<file path="src/rtl/mm_arbiter.sv">
// mm_arbiter: shares one main-memory port between instruction fetch (I), data (D) and loader (L); L has absolute priority, I/D alternate round-robin; optional stats counters under MM_ARB_STATS_EN
module mm_arbiter #(
  parameter int ADDR_W = 32,
  parameter int DATA_W = 32,
  parameter int WR_W = 2
) (
  input  logic              CLK,
  input  logic              RST,
  input  logic              I_REQ,
  input  logic [ADDR_W-1:0] I_ADDR,
  output logic              I_ACK,
  output logic [DATA_W-1:0] I_DATA,
  input  logic              D_REQ,
  input  logic [ADDR_W-1:0] D_ADDR,
  input  logic [WR_W-1:0]   D_WR,
  input  logic [DATA_W-1:0] D_WDATA,
  output logic              D_ACK,
  output logic [DATA_W-1:0] D_RDATA,
  input  logic              L_REQ,
  input  logic [ADDR_W-1:0] L_ADDR,
  input  logic [DATA_W-1:0] L_WDATA,
  output logic              L_ACK,
  output logic [ADDR_W-1:0] M_ADDR,
  output logic [WR_W-1:0]   M_WR,
  output logic [DATA_W-1:0] M_WDATA,
  input  logic [DATA_W-1:0] M_RDATA,
  output logic              CPU_HOLD
`ifdef MM_ARB_STATS_EN
  ,
  output logic [31:0]       STAT_I_GRANTS,
  output logic [31:0]       STAT_D_GRANTS,
  output logic [31:0]       STAT_WAIT_CYC
`endif
);
  localparam logic [WR_W-1:0] MM_WR_W = {WR_W{1'b1}};
  typedef enum logic [1:0] {IDLE, ACCESS, RESP} state_t;
  typedef enum logic [1:0] {OWN_I, OWN_D, OWN_L} own_t;
  state_t state, state_nxt;
  own_t owner, gnt;
  logic gnt_vld, rr_d, rd_pend;
  logic [ADDR_W-1:0] addr_nxt;
  logic [WR_W-1:0] wr_nxt;
  logic [DATA_W-1:0] wdata_nxt;
  always_comb begin
    gnt_vld = L_REQ | I_REQ | D_REQ;
    gnt = L_REQ ? OWN_L : (I_REQ && (!D_REQ || !rr_d)) ? OWN_I : OWN_D;
    addr_nxt = gnt == OWN_L ? L_ADDR : gnt == OWN_I ? I_ADDR : D_ADDR;
    wr_nxt = gnt == OWN_L ? MM_WR_W : gnt == OWN_I ? '0 : D_WR;
    wdata_nxt = gnt == OWN_L ? L_WDATA : gnt == OWN_I ? '0 : D_WDATA;
    state_nxt = state == IDLE ? (gnt_vld ? ACCESS : IDLE) : state == ACCESS ? RESP : IDLE;
  end
  always_ff @(posedge CLK or posedge RST) begin
    if (RST) state <= IDLE;
    else state <= state_nxt;
  end
  always_ff @(posedge CLK or posedge RST) begin
    if (RST) begin
      owner <= OWN_I;
      rr_d <= 1'b0;
      rd_pend <= 1'b0;
      M_ADDR <= '0;
      M_WR <= '0;
      M_WDATA <= '0;
      I_ACK <= 1'b0;
      D_ACK <= 1'b0;
      L_ACK <= 1'b0;
      I_DATA <= '0;
      D_RDATA <= '0;
      CPU_HOLD <= 1'b1;
    end else begin
      I_ACK <= 1'b0;
      D_ACK <= 1'b0;
      L_ACK <= 1'b0;
      if (state == IDLE) begin
        CPU_HOLD <= L_REQ;
        if (gnt_vld) begin
          owner <= gnt;
          rd_pend <= wr_nxt == '0;
          M_ADDR <= addr_nxt;
          M_WR <= wr_nxt;
          M_WDATA <= wdata_nxt;
        end
      end
      // Write strobe lasts only the ACCESS cycle so the store commits once
      if (state == ACCESS) M_WR <= '0;
      if (state == RESP) begin
        I_ACK <= owner == OWN_I;
        D_ACK <= owner == OWN_D;
        L_ACK <= owner == OWN_L;
        if (owner == OWN_I) I_DATA <= M_RDATA;
        if (owner == OWN_D && rd_pend) D_RDATA <= M_RDATA;
        if (owner == OWN_I) rr_d <= 1'b1;
        if (owner == OWN_D) rr_d <= 1'b0;
      end
    end
  end
`ifdef MM_ARB_STATS_EN
  logic i_busy, d_busy, wait_cyc;
  always_comb begin
    i_busy = state == IDLE ? (gnt_vld && gnt == OWN_I) : owner == OWN_I;
    d_busy = state == IDLE ? (gnt_vld && gnt == OWN_D) : owner == OWN_D;
    wait_cyc = (I_REQ && !I_ACK && !i_busy) || (D_REQ && !D_ACK && !d_busy);
  end
  always_ff @(posedge CLK or posedge RST) begin
    if (RST) begin
      STAT_I_GRANTS <= '0;
      STAT_D_GRANTS <= '0;
      STAT_WAIT_CYC <= '0;
    end else begin
      if (state == IDLE && gnt_vld && gnt == OWN_I) STAT_I_GRANTS <= STAT_I_GRANTS + 32'd1;
      if (state == IDLE && gnt_vld && gnt == OWN_D) STAT_D_GRANTS <= STAT_D_GRANTS + 32'd1;
      if (wait_cyc) STAT_WAIT_CYC <= STAT_WAIT_CYC + 32'd1;
    end
  end
`endif
endmodule

</file>
<file path="config.mk">
export PLATFORM = sky130hd
export DESIGN_NAME = mm_arbiter
export DESIGN_NICKNAME = d
export VERILOG_FILES = /design/src/rtl/mm_arbiter.sv
export SDC_FILE = /design/constraint.sdc
export NUM_CORES = 1
export LEC_CHECK = 0
export ABC_AREA = 1
export CORE_MARGIN = 2
export CORE_UTILIZATION = 35
export DETAILED_ROUTE_END_ITERATION = 12
export PLACE_DENSITY = 0.73
export SETUP_SLACK_MARGIN = 0.3
export SKIP_LAST_GASP = 1
export SLEW_MARGIN = 15
export SYNTH_ARGS = -nofsm -noshare
export SYNTH_HDL_FRONTEND = slang
export SYNTH_SLANG_ARGS = --single-unit
export TNS_END_PERCENT = 10
</file>
<file path="constraint.sdc">
create_clock -name CLK -period 5.3 [get_ports CLK]
set_input_delay 0.795 -clock CLK [delete_from_list [all_inputs] [get_ports CLK]]
set_output_delay 0.795 -clock CLK [all_outputs]
set_load 0.01 [all_outputs]
</file>
==> results of run 1 <==
[worst max path at each step]
stage	cells after the start	to	slack, ps
2_1_floorplan	1	D_ACK	750
3_3_place_gp	6	M_WR[0]	1970
3_5_place_dp	6	M_WR[0]	1930
4_1_cts	6	M_WR[0]	2360
5_1_grt	6	M_WR[1]	2150
6_report	6	M_WR[0]	2380
[per-layer routing]
layer	global-route usage (%)	share of wire, %	up-vias
li1	-	-	3289
met1	26.8	41	2911
met2	36.1	48	267
met3	6.46	8.0	46
met4	9.57	3.2	0
met5	0	0	-
[power by group through the flow]
| stage | clock network (mW) | registers (mW) | logic (mW) |
|---|---|---|---|
| floorplan | 0 | 2.08 | 0.909 |
| global placement | 0 | 1.86 | 2.47 |
| detailed placement | 0 | 1.88 | 2.51 |
| CTS | 1.28 | 1.87 | 2.52 |
| global route | 1.34 | 1.93 | 2.73 |
| finish | 1.25 | 1.87 | 2.48 |
[registers in the layout, summed over array words and instances (netlist names)]
signal	count
rr_d	1
M_WDATA	32
state	2
M_ADDR	32
owner	2
CPU_HOLD	1
D_RDATA	32
D_ACK	1
I_ACK	1
I_DATA	32
M_WR	2
L_ACK	1
rd_pend	1
[cell type report]
cell class / instances / area (µm²)
timing repair buffer: 342 / 3410
tap: 229 / 287
fill: 1661 / 7530
inverter: 41 / 159
sequential: 140 / 3500
clock inverter: 13 / 176
clock buffer: 19 / 453
multi-input combinational: 608 / 2570
[cells by family (layout without fill, tap and decap cells)]
family / Yosys count / count (layout) / share of synthesized area, %
and+or+nand+nor: 537 / 537 / 33.6
DFF: 140 / 140 / 53.8
buffers and inverters: 100 / 415 / 6.95
AOI/OAI and AO/OA: 71 / 71 / 5.63
[cell usage after synthesis]
master    number  area [µm²]
o21ai_1        6        30.0
a21oi_1       34         170
nand3_1       68         340
buf_6          1        11.3
a21oi_4        1        16.3
nor2_1       130         488
nand4_1       32         200
buf_1          1        3.75
nand2_1      303        1140
nor3_1         1        5.00
inv_2          3        11.3
buf_4          7        52.6
nor2_2         3        18.8
o21ai_0       30         150
buf_2         35         175
inv_1         38         143
dfstp_2        1        26.3
clkbuf_1      15        56.3
dfrtp_1      139        3480
[per-stage QoR]
| step | power (mW) | hold WS, ps |
|---|---|---|
| finish | 5.60 | 458 |
| global route | 6.01 | 466 |
| CTS | 5.67 | 455 |
| detailed placement | 4.39 | 446 |
| global placement | 4.34 | 437 |
| floorplan | 2.99 | 422 |
==> impl_metrics.py, run 1 <==
metrics = {
    "clock_network": {
        "hold_buffers": 0,
        "cts_tree": "built",
        "cts_resized": 0,
        "postCtsSetupRepairBufs": 0,
        "clock_latency_ps": 410,
        "htreeDepth": 4,
        "path_clk_slew_ps": 60,
        "numClockSinks": 140,
        "root_buffer": "clkbuf_16",
        "clock_path_buffers": 2,
        "cts_buffers": 17,
    },
    "logic_synthesis": {
        "seq_area_frac_synth_pct": 53.8,
        "netlist_instances": 848,
        "synth_nets": 1047,
        "synth_cell_types": 19,
        "avgSynthCellArea_um2": 7.68,
        "synth-seq-cells": 140,
        "synth_area_um2": 6510,
        "yosysWarnings": 0,
    },
    "placed_design": {
        "port-buffer-count": 332,
        "dpl.cell_count": 1360,
        "dpl_cell_area_um2": 9920,
        "dp_slack_ps": 1930,
        "gp_congestion": 0.847,
        "hpwl_um": 15200,
    },
    "detailed_routing": {
        "drc": 0,
        "routed_wl_um": 21300,
        "avgRoutedWirePerCell_um": 15.3,
        "viasPerCell": 4.68,
        "final_antenna_net_count": 0,
        "num_vias": 6513,
        "dr.pass1.iters": 4,
        "dr.first_iter.drc_count": 266,
    },
    "cells_and_area": {
        "layout_commonest_cell": "clkdlybuf4s50_1",
        "drive_above_1_share_pct": 4.64,
        "nNetsFinal": 1349,
        "diodes": 0,
        "final_cell_mix": "clkdlybuf4s50_1, nand2_1, dfrtp_1",
        "finalInstanceArea_um2": 10600,
        "final_util_pct": 58.3,
        "syn_to_final_growth_pct": 62.0,
        "stdcell_count": 1392,
    },
    "critical_path": {
        "path_cells": "clkdlybuf4s50_1 -> buf_4 -> nor2_2 -> a21oi_4 -> inv_2 -> o21ai_0",
        "cp_num_buf_inv": 3,
        "critPathRequiredTime_ps": 5620,
        "rr_endpoint": "M_WR[0]",
        "slowest_stage": "a21oi_4",
        "critPathMaxFanout": 35,
        "crit_start": "I_REQ",
        "arrival_ps": 3240,
        "cp-end-kind": "flip-flop",
        "startpoint_type": "primary input",
        "crit_type": "in2reg",
        "r2r-start": "state[1]",
        "slowest_delay_ps": 720,
        "critical-path-top-delay-family": "buffers and inverters",
        "r2r_setup_slack_ps": 3150,
        "reg2reg_depth": 5,
    },
    "global_routing": {
        "grt_pass1_wl_um": 34100,
        "antenna_found_initial": 0,
        "track_usage_pct": 21.9,
        "gr-total-overflow": 0,
        "grt_start_max_net_pins": 99,
        "first_global_vias": 6561,
    },
    "die": {
        "die_x_um": 140,
        "fp.dieArea_um2": 19700,
        "rows": 49,
        "initial_core_util_pct": 36.0,
        "die_y_um": 140,
        "io_pins": 333,
        "core_um2": 18100,
    },
    "pwr": {
        "clkPwrFrac_pct": 22.4,
        "pwr-share-comb_pct": 44.2,
        "p_sw_mw": 1.97,
        "vdd_ir_drop_max_mv": 0.250,
        "internal_power_mw": 3.63,
        "powerDensity_nw_per_um2": 531,
        "seqPwrFrac_pct": 33.4,
        "p_sw_share_pct": 35.2,
        "leakage_nw": 4.91,
    },
    "sta": {
        "hold_violations": 0,
        "layout_min_cycle_time_ps": 2920,
        "fin_setup_tns_ps": 0,
        "rsz0062_at_grt": "no",
        "worst_pin_slew_ps": 1100,
        "fin_skew_ps": 8.82,
        "slew_headroom_pct": 26.3,
        "setup_viol": 0,
        "fin_ws_ps": 2380,
        "slew_violations": 0,
        "fmax_mhz": 343,
        "fin_crit_sh_pct": 55.1,
    },
    "worst_hold_path": {
        "hold_path_startpoint": "state[1]",
        "whs_path_depth": 1,
        "min_path_type": "reg2reg",
        "hold_end": "state[1]",
    },
    "run_status": {
        "status": "finished clean",
    },
    "run": {
        "cap_violations": 0,
    },
}
Note: power is estimated with default switching activity, not from simulation.
==> run 2: changes to the inputs <==
Clock period 5.3 ns to 2.69 ns, I/O delays scaled along.
==> run 2 against run 1 <==
  * Via count rose by 1.8%
  * Largest cell class unchanged
  * Clock-buffer cell count shrank 1
  * Sequential cell count is the same
  * Register-to-register slack got worse by 2100 ps
==> impl_metrics.py, run 2 (synthesized netlist as in run 1, its figures left out) <==
metrics = {
    "sta": {
        "layout_min_cycle_time_ps": 1900,
        "rsz0062_at_grt": "no",
        "fin_setup_tns_ps": 0,
        "slew_violations": 0,
        "fmax_mhz": 526,
        "setup_viol": 0,
        "fin_skew_ps": 9.69,
        "slew_headroom_pct": 52.2,
        "hold_violations": 0,
        "worst_pin_slew_ps": 717,
        "fin_crit_sh_pct": 70.7,
    },
    "critical_path": {
        "cp-end-kind": "output port",
        "path_cells": "clkdlybuf4s50_1",
        "critical-path-top-delay-family": "buffers and inverters",
        "crit_type": "reg2out",
        "reg2reg_depth": 7,
        "arrival_ps": 1500,
        "slowest_delay_ps": 570,
        "slowest_stage": "clkdlybuf4s50_1",
        "r2r-start": "state[0]",
        "rr_endpoint": "I_DATA[11]",
        "cp_num_buf_inv": 1,
        "r2r_setup_slack_ps": 1010,
        "critPathMaxFanout": 2,
        "critPathRequiredTime_ps": 2290,
        "startpoint_type": "flip-flop",
    },
    "run": {
        "cap_violations": 0,
    },
    "die": {
        "core_um2": 18100,
        "die_x_um": 140,
        "io_pins": 333,
        "rows": 49,
        "initial_core_util_pct": 36.0,
        "die_y_um": 140,
        "fp.dieArea_um2": 19700,
    },
    "clock_network": {
        "postCtsSetupRepairBufs": 0,
        "cts_tree": "built",
        "hold_buffers": 0,
        "clock_latency_ps": 410,
        "path_clk_slew_ps": 60,
        "numClockSinks": 140,
        "cts_buffers": 17,
        "root_buffer": "clkbuf_16",
        "htreeDepth": 4,
        "cts_resized": 0,
        "clock_path_buffers": 2,
    },
    "detailed_routing": {
        "routed_wl_um": 21400,
        "viasPerCell": 4.76,
        "final_antenna_net_count": 0,
        "drc": 0,
        "num_vias": 6633,
        "dr.pass1.iters": 4,
        "dr.first_iter.drc_count": 330,
        "avgRoutedWirePerCell_um": 15.4,
    },
    "pwr": {
        "leakage_nw": 4.91,
        "vdd_ir_drop_max_mv": 0.652,
        "finalPower_mw": 10.9,
        "powerDensity_nw_per_um2": 1030,
    },
    "global_routing": {
        "track_usage_pct": 21.8,
        "first_global_vias": 6399,
        "antenna_found_initial": 0,
        "grt_start_max_net_pins": 88,
        "grt_pass1_wl_um": 33600,
        "gr-total-overflow": 0,
    },
    "cells_and_area": {
        "syn_to_final_growth_pct": 62.2,
        "drive_above_1_share_pct": 4.81,
        "layout_commonest_cell": "clkdlybuf4s50_1",
        "diodes": 0,
        "nNetsFinal": 1352,
        "final_cell_mix": "clkdlybuf4s50_1, nand2_1, dfrtp_1",
    },
    "placed_design": {
        "gp_congestion": 0.848,
        "hpwl_um": 15500,
        "port-buffer-count": 332,
    },
    "run_status": {
        "status": "finished clean",
    },
    "worst_hold_path": {
        "min_path_type": "in2async",
    },
}
[run 2: how the worst max path moves through the flow]
stage	from	to	slack, ps	depth (start not counted)
3_5_place_dp	I_REQ	M_ADDR[25]	590	8
5_1_grt	CPU_HOLD	CPU_HOLD	720	1
4_1_cts	CPU_HOLD	CPU_HOLD	760	1
2_1_floorplan	RST	D_ACK	540	1
6_report	CPU_HOLD	CPU_HOLD	790	1
3_3_place_gp	D_REQ	M_WR[0]	610	5
[run 2: layer usage]
| metal | track usage, % | vias up | share of wire, % |
|---|---|---|---|
| li1 | - | 3283 | - |
| met1 | 26.3 | 2999 | 41 |
| met2 | 35.4 | 302 | 47 |
| met3 | 7.42 | 49 | 8.5 |
| met4 | 9.73 | 0 | 3.5 |
| met5 | 0 | - | 0 |
[run 2: through the flow]
| stage | setup WS (ps) | instance area (µm²) | util [%] | instances | hold WS [ps] |
|---|---|---|---|---|---|
| floorplan | 538 | 6520 | - | 848 | 422 |
| global placement | 613 | 9980 | 55.2 | 1363 | 436 |
| detailed placement | 588 | 9980 | 55.2 | 1363 | 442 |
| CTS | 762 | 10600 | 58.4 | 1394 | 298 |
| global route | 724 | 10600 | 58.4 | 1394 | 329 |
| finish | 789 | 10600 | 58.4 | 1394 | 310 |
[run 2: area by class of cell]
class	instances	area, µm²
Sequential cell	140	3500
Fill cell	1615	7520
Tap cell	229	287
Timing Repair Buffer	345	3470
Multi-Input combinational cell	608	2570
Inverter	41	158
Clock inverter	13	143
Clock buffer	18	439
[run 2: report_power, final]
group | internal, mW | switching (mW)
Sequential | 3.12 | 0.568
Clock | 1.39 | 0.906
Combinational | 2.53 | 2.39
==> RTL change 1, RTL diff (settings of run 1) <==
Encoding of `state_t`: now one-hot (3 bits for 3 states).
--- a/src/rtl/mm_arbiter.sv
+++ b/src/rtl/mm_arbiter.sv
@@ -34,5 +34,5 @@
 );
   localparam logic [WR_W-1:0] MM_WR_W = {WR_W{1'b1}};
-  typedef enum logic [1:0] {IDLE, ACCESS, RESP} state_t;
+  typedef enum logic [2:0] {IDLE = 3'b001, ACCESS = 3'b010, RESP = 3'b100} state_t;
   typedef enum logic [1:0] {OWN_I, OWN_D, OWN_L} own_t;
   state_t state, state_nxt;
Function: same outputs for any inputs over 4 cycles, from zero or initial values and one cycle with RST high; so few cycles prove little.
==> RTL change 1 against run 1 <==
  * Synthesized cell count up 1.4%
  * Clock skew up 0.0040 ns
  * Core utilization down 1.5 points
  * Wire length up 2.0%
  * Worst setup slack better by 0.098 ns
  * Non-clock buffer count unchanged
  * Cell area about the same
  * Fmax up 3.5%
  * Total power down 4.6%
  * Register-to-register slack worse by 0.10 ns
  * First-iteration DRC count up 10%
  * Die area up 0.97%
  * Sequential cell count up 1
  * Area after synthesis up 1.0%
==> RTL change 1: results <==
metrics = {
    "run_status": {
        "status": "complete, no violations",
    },
    "final_layout": {
        "nets": 1361,
        "drive_gt1_share_pct": 4.68,
        "diodes": 0,
    },
    "synthesis": {
        "yosysSeqAreaShare_pct": 53.7,
        "yosys-top-cells-count": "nand2_1 (340), dfrtp_1 (139), nor2_1 (99)",
        "ys_warn_count": 0,
        "ys_top_cells_by_area": "dfrtp_1 (53%), nand2_1 (19%), nor2_1 (5.6%)",
        "synth_fp_nets": 1059,
        "async_flop_share_pct": 100,
        "synth_ff_type": "dfrtp_1",
        "yosysUniqueCellTypes": 23,
    },
    "grt": {
        "grt_pass1_vias": 6288,
        "grt_usage_pct": 21.9,
        "grt_max_degree": 104,
        "grt_antenna_before_repair": 0,
        "grt_pass1_wl_um": 33800,
    },
    "worst_setup_path": {
        "critPathRequiredTime_ns": 5.61,
        "cp_slowest_stage_delay_ns": 0.59,
        "cp-startpoint": "I_REQ",
        "worst-path-max-fanout": 41,
        "reg2reg_from": "state[0]",
        "cpMaxStageDelayCell": "nor2_4",
        "r2r_slack_ns": 3.05,
        "reg2regPathDepth": 6,
        "endpoint": "M_ADDR[4]",
    },
    "route": {
        "drtPass1Iterations": 4,
        "routed-via-count": 6642,
        "wl_per_cell_um": 15.4,
        "met3_length_um": 1710,
        "drtIter0Drc": 293,
        "routed.top_layer": "met4",
        "met2_wirelength_um": 10800,
        "drt-met1-wl_um": 8680,
    },
    "clocking": {
        "clkSlewWorstSetupHoldPaths_ns": 0.06,
        "cts_max_level": 4,
        "cts_root_buf": "clkbuf_16",
        "clock_latency_ns": 0.42,
        "post-cts-setup-buffers": 0,
        "ctsResizeCount": 0,
        "clk_path_buf_depth": 2,
        "hold_buffers": 0,
        "cts_buffers": 17,
    },
    "worst_hold_path": {
        "hold_path_class": "reg2reg",
    },
    "place": {
        "globalplace.congestion": 0.843,
        "dp_hpwl_um": 15600,
        "portBuffers": 332,
        "place_ws_ns": 2.02,
    },
    "sta": {
        "skew_ns": 0.0128,
        "fin_crit_sh_pct": 53.2,
        "slew_headroom_pct": 28.1,
    },
    "power_and_ir_drop": {
        "p_leak_nw": 5.06,
        "ir_worst_vdd_mv": 0.269,
    },
}
## RTL change 1: cells by family after synthesis
| logic type | share of synthesized area, % |
|---|---|
| AO/OA/AOI/OAI | 5.25 |
| buffers and inverters | 7.02 |
| flip-flops | 53.7 |
| AND/OR/NAND/NOR | 34.1 |
## RTL change 1: critical path: cells and delay by family
family | cells | cell delay (ns)
buf+inv | 4 | 1.36
simple gates | 6 | 0.97
## RTL change 1: area by class of cell
class	instances	area, um^2
well taps	234	293
multi-input cells	617	2600
fillers	1750	8020
clock inverters	15	154
flip-flops and latches	141	3530
inverters	43	169
repair buffers	342	3390
clock buffers	17	425
## RTL change 1: worst min-delay path by stage
stage | from | end | slack, ns | cells after the start
floorplan | owner[0] | L_ACK | 0.43 | 1
global placement | owner[0] | L_ACK | 0.45 | 1
detailed placement | owner[0] | L_ACK | 0.46 | 1
CTS | owner[0] | L_ACK | 0.46 | 1
global route | owner[0] | L_ACK | 0.49 | 1
finish | owner[0] | L_ACK | 0.47 | 1
## RTL change 1: power by group
part | internal [W] | switching, W | leakage, nW
Clock | 0.000661 | 0.000509 | 0.272
Sequential | 0.00156 | 0.000268 | 1.59
Combinational | 0.00120 | 0.00115 | 3.19
## RTL change 1: routing by layer
layer | up-vias | track usage, %
met4 | 0 | 7.79
met1 | 3016 | 26.7
met5 | - | 0
met3 | 29 | 6.08
li1 | 3328 | -
met2 | 269 | 37.1
## RTL change 1: metrics by stage
stage	cells	instance area [um^2]	hold WS, ns
final	1409	10600	0.466
after global routing	1409	10600	0.488
after CTS	1409	10600	0.461
after detailed placement	1377	9980	0.455
after global placement	1377	9980	0.452
after floorplan	860	6580	0.433
==> RTL change 2, RTL diff (config.mk and constraints of run 1) <==
Made on the original files. Build with the macro `MM_ARB_STATS_EN` defined.
--- a/src/rtl/mm_arbiter.sv
+++ b/src/rtl/mm_arbiter.sv
@@ -1,3 +1,5 @@
 // mm_arbiter: shares one main-memory port between instruction fetch (I), data (D) and loader (L); L has absolute priority, I/D alternate round-robin; optional stats counters under MM_ARB_STATS_EN
+`define MM_ARB_STATS_EN
+
 module mm_arbiter #(
   parameter int ADDR_W = 32,
Formal check against the unedited RTL (old outputs only; new: STAT_D_GRANTS, STAT_I_GRANTS and STAT_WAIT_CYC): equivalent (Yosys induction, for registers that start in step).
==> RTL change 2 against run 1 <==
  * Count of clock-buffer cells in the layout increased by 30
  * Wire length increased by 88%
  * Worst setup slack worse by 0.45 ns
  * Hold slack gained 0.0087 ns
  * Combinational power rose by 8.9%
  * Sequential power rose by 41%
  * Area after synthesis is 78% higher
  * Sequential cell count grew 96
  * Largest power group unchanged
  * Fmax is 13% lower
  * Cell area is 63% higher
  * Total power is 30% higher
  * Critical path depth rose by 5
  * Sequential share of layout area grew 1.0 points
  * Synthesized cell count rose by 79%
==> RTL change 2: results <==
metrics = {
    "run_status": {
        "status": "complete, no violations",
    },
    "route": {
        "routed-via-count": 11655,
        "met3_length_um": 2810,
        "drtPass1Iterations": 5,
        "drtIter0Drc": 688,
        "routed.top_layer": "met5",
    },
    "synthesis": {
        "synth_compound_area_share_pct": 6.66,
        "ys_top_cells_by_area": "dfrtp_1 (51%), nand2_1 (18%), nor2_1 (6.4%)",
        "yosys.area_share.xor_xnor_pct": 3.48,
    },
    "place": {
        "portBuffers": 428,
    },
    "grt": {
        "grt_pass1_vias": 11211,
        "grt_antenna_before_repair": 2,
        "grt_max_degree": 117,
        "grt_util_met1_pct": 25.7,
        "grtUsageMet3_pct": 4.68,
        "grt_pass1_wl_um": 60700,
    },
    "worst_hold_path": {
        "worstHoldStart": "CPU_HOLD",
        "whs_path_depth": 2,
    },
    "power_and_ir_drop": {
        "p_int_w": 0.00479,
        "comb_power_w": 0.00270,
        "p_leak_nw": 7.52,
    },
    "worst_setup_path": {
        "cp_slowest_stage_delay_ns": 0.52,
        "cpMaxStageDelayCell": "inv_2",
        "cp-startpoint": "D_REQ",
    },
    "clocking": {
        "cts_max_level": 1,
        "clk_path_buf_depth": 3,
        "clock_latency_ns": 0.53,
    },
    "final_layout": {
        "nets": 2134,
    },
    "sta": {
        "skew_ns": 0.0219,
    },
}
==> RTL change 2: cell count changes in the layout (fill, tap and decap cells not counted), sizes merged, moves of 17 or more <==
cell,before,now
nand2,303,559
nand4,32,15
nor2,133,207
xnor2,0,20
nand3b,0,19
clkbuf,19,49
inv,46,118
a31oi,0,30
dfrtp,139,235
nand3,68,106
xor2,0,26
clkdlybuf4s50,331,427
a21oi,35,65
==> RTL change 2: path summary, 6_finish.rpt <==
kind	endpoint	slack, ns
max in group asynchronous	STAT_I_GRANTS[29]	3.68
max reg2reg	STAT_WAIT_CYC[15]	1.97
min	CPU_HOLD	0.47
min reg2reg	CPU_HOLD	0.47
min in group asynchronous	STAT_WAIT_CYC[8]	0.61
max	STAT_WAIT_CYC[15]	1.93
==> RTL change 2: stage by stage <==
stage | power (W) | util [%] | setup slack (ns) | hold slack (ns) | cell area, um^2
after detailed placement | 0.00539 | 50.0 | 1.39 | 0.459 | 16300
after global placement | 0.00533 | 50.0 | 1.50 | 0.458 | 16300
after CTS | 0.00737 | 52.9 | 1.95 | 0.469 | 17200
final | 0.00730 | 53.0 | 1.93 | 0.466 | 17200
after floorplan | 0.00385 | - | 1.41 | 0.455 | 11600
after global routing | 0.00770 | 53.0 | 1.60 | 0.493 | 17200
==> RTL change 2: area by class of cell <==
type / count / area share (%)
diodes: 1 / 0.0145
clock buffers: 49 / 5.28
clock inverters: 3 / 0.232
inverters: 119 / 2.61
multi-input cells: 1111 / 29.0
flip-flops and latches: 236 / 34.3
well taps: 442 / 3.21
repair buffers: 436 / 25.4
==> RTL change 2: tightest hold or removal path: stages, from the launching register on <==
cell and delay (ns):
dfstp_2 0.37, nand2_1 0.05, nand2_1 0.04
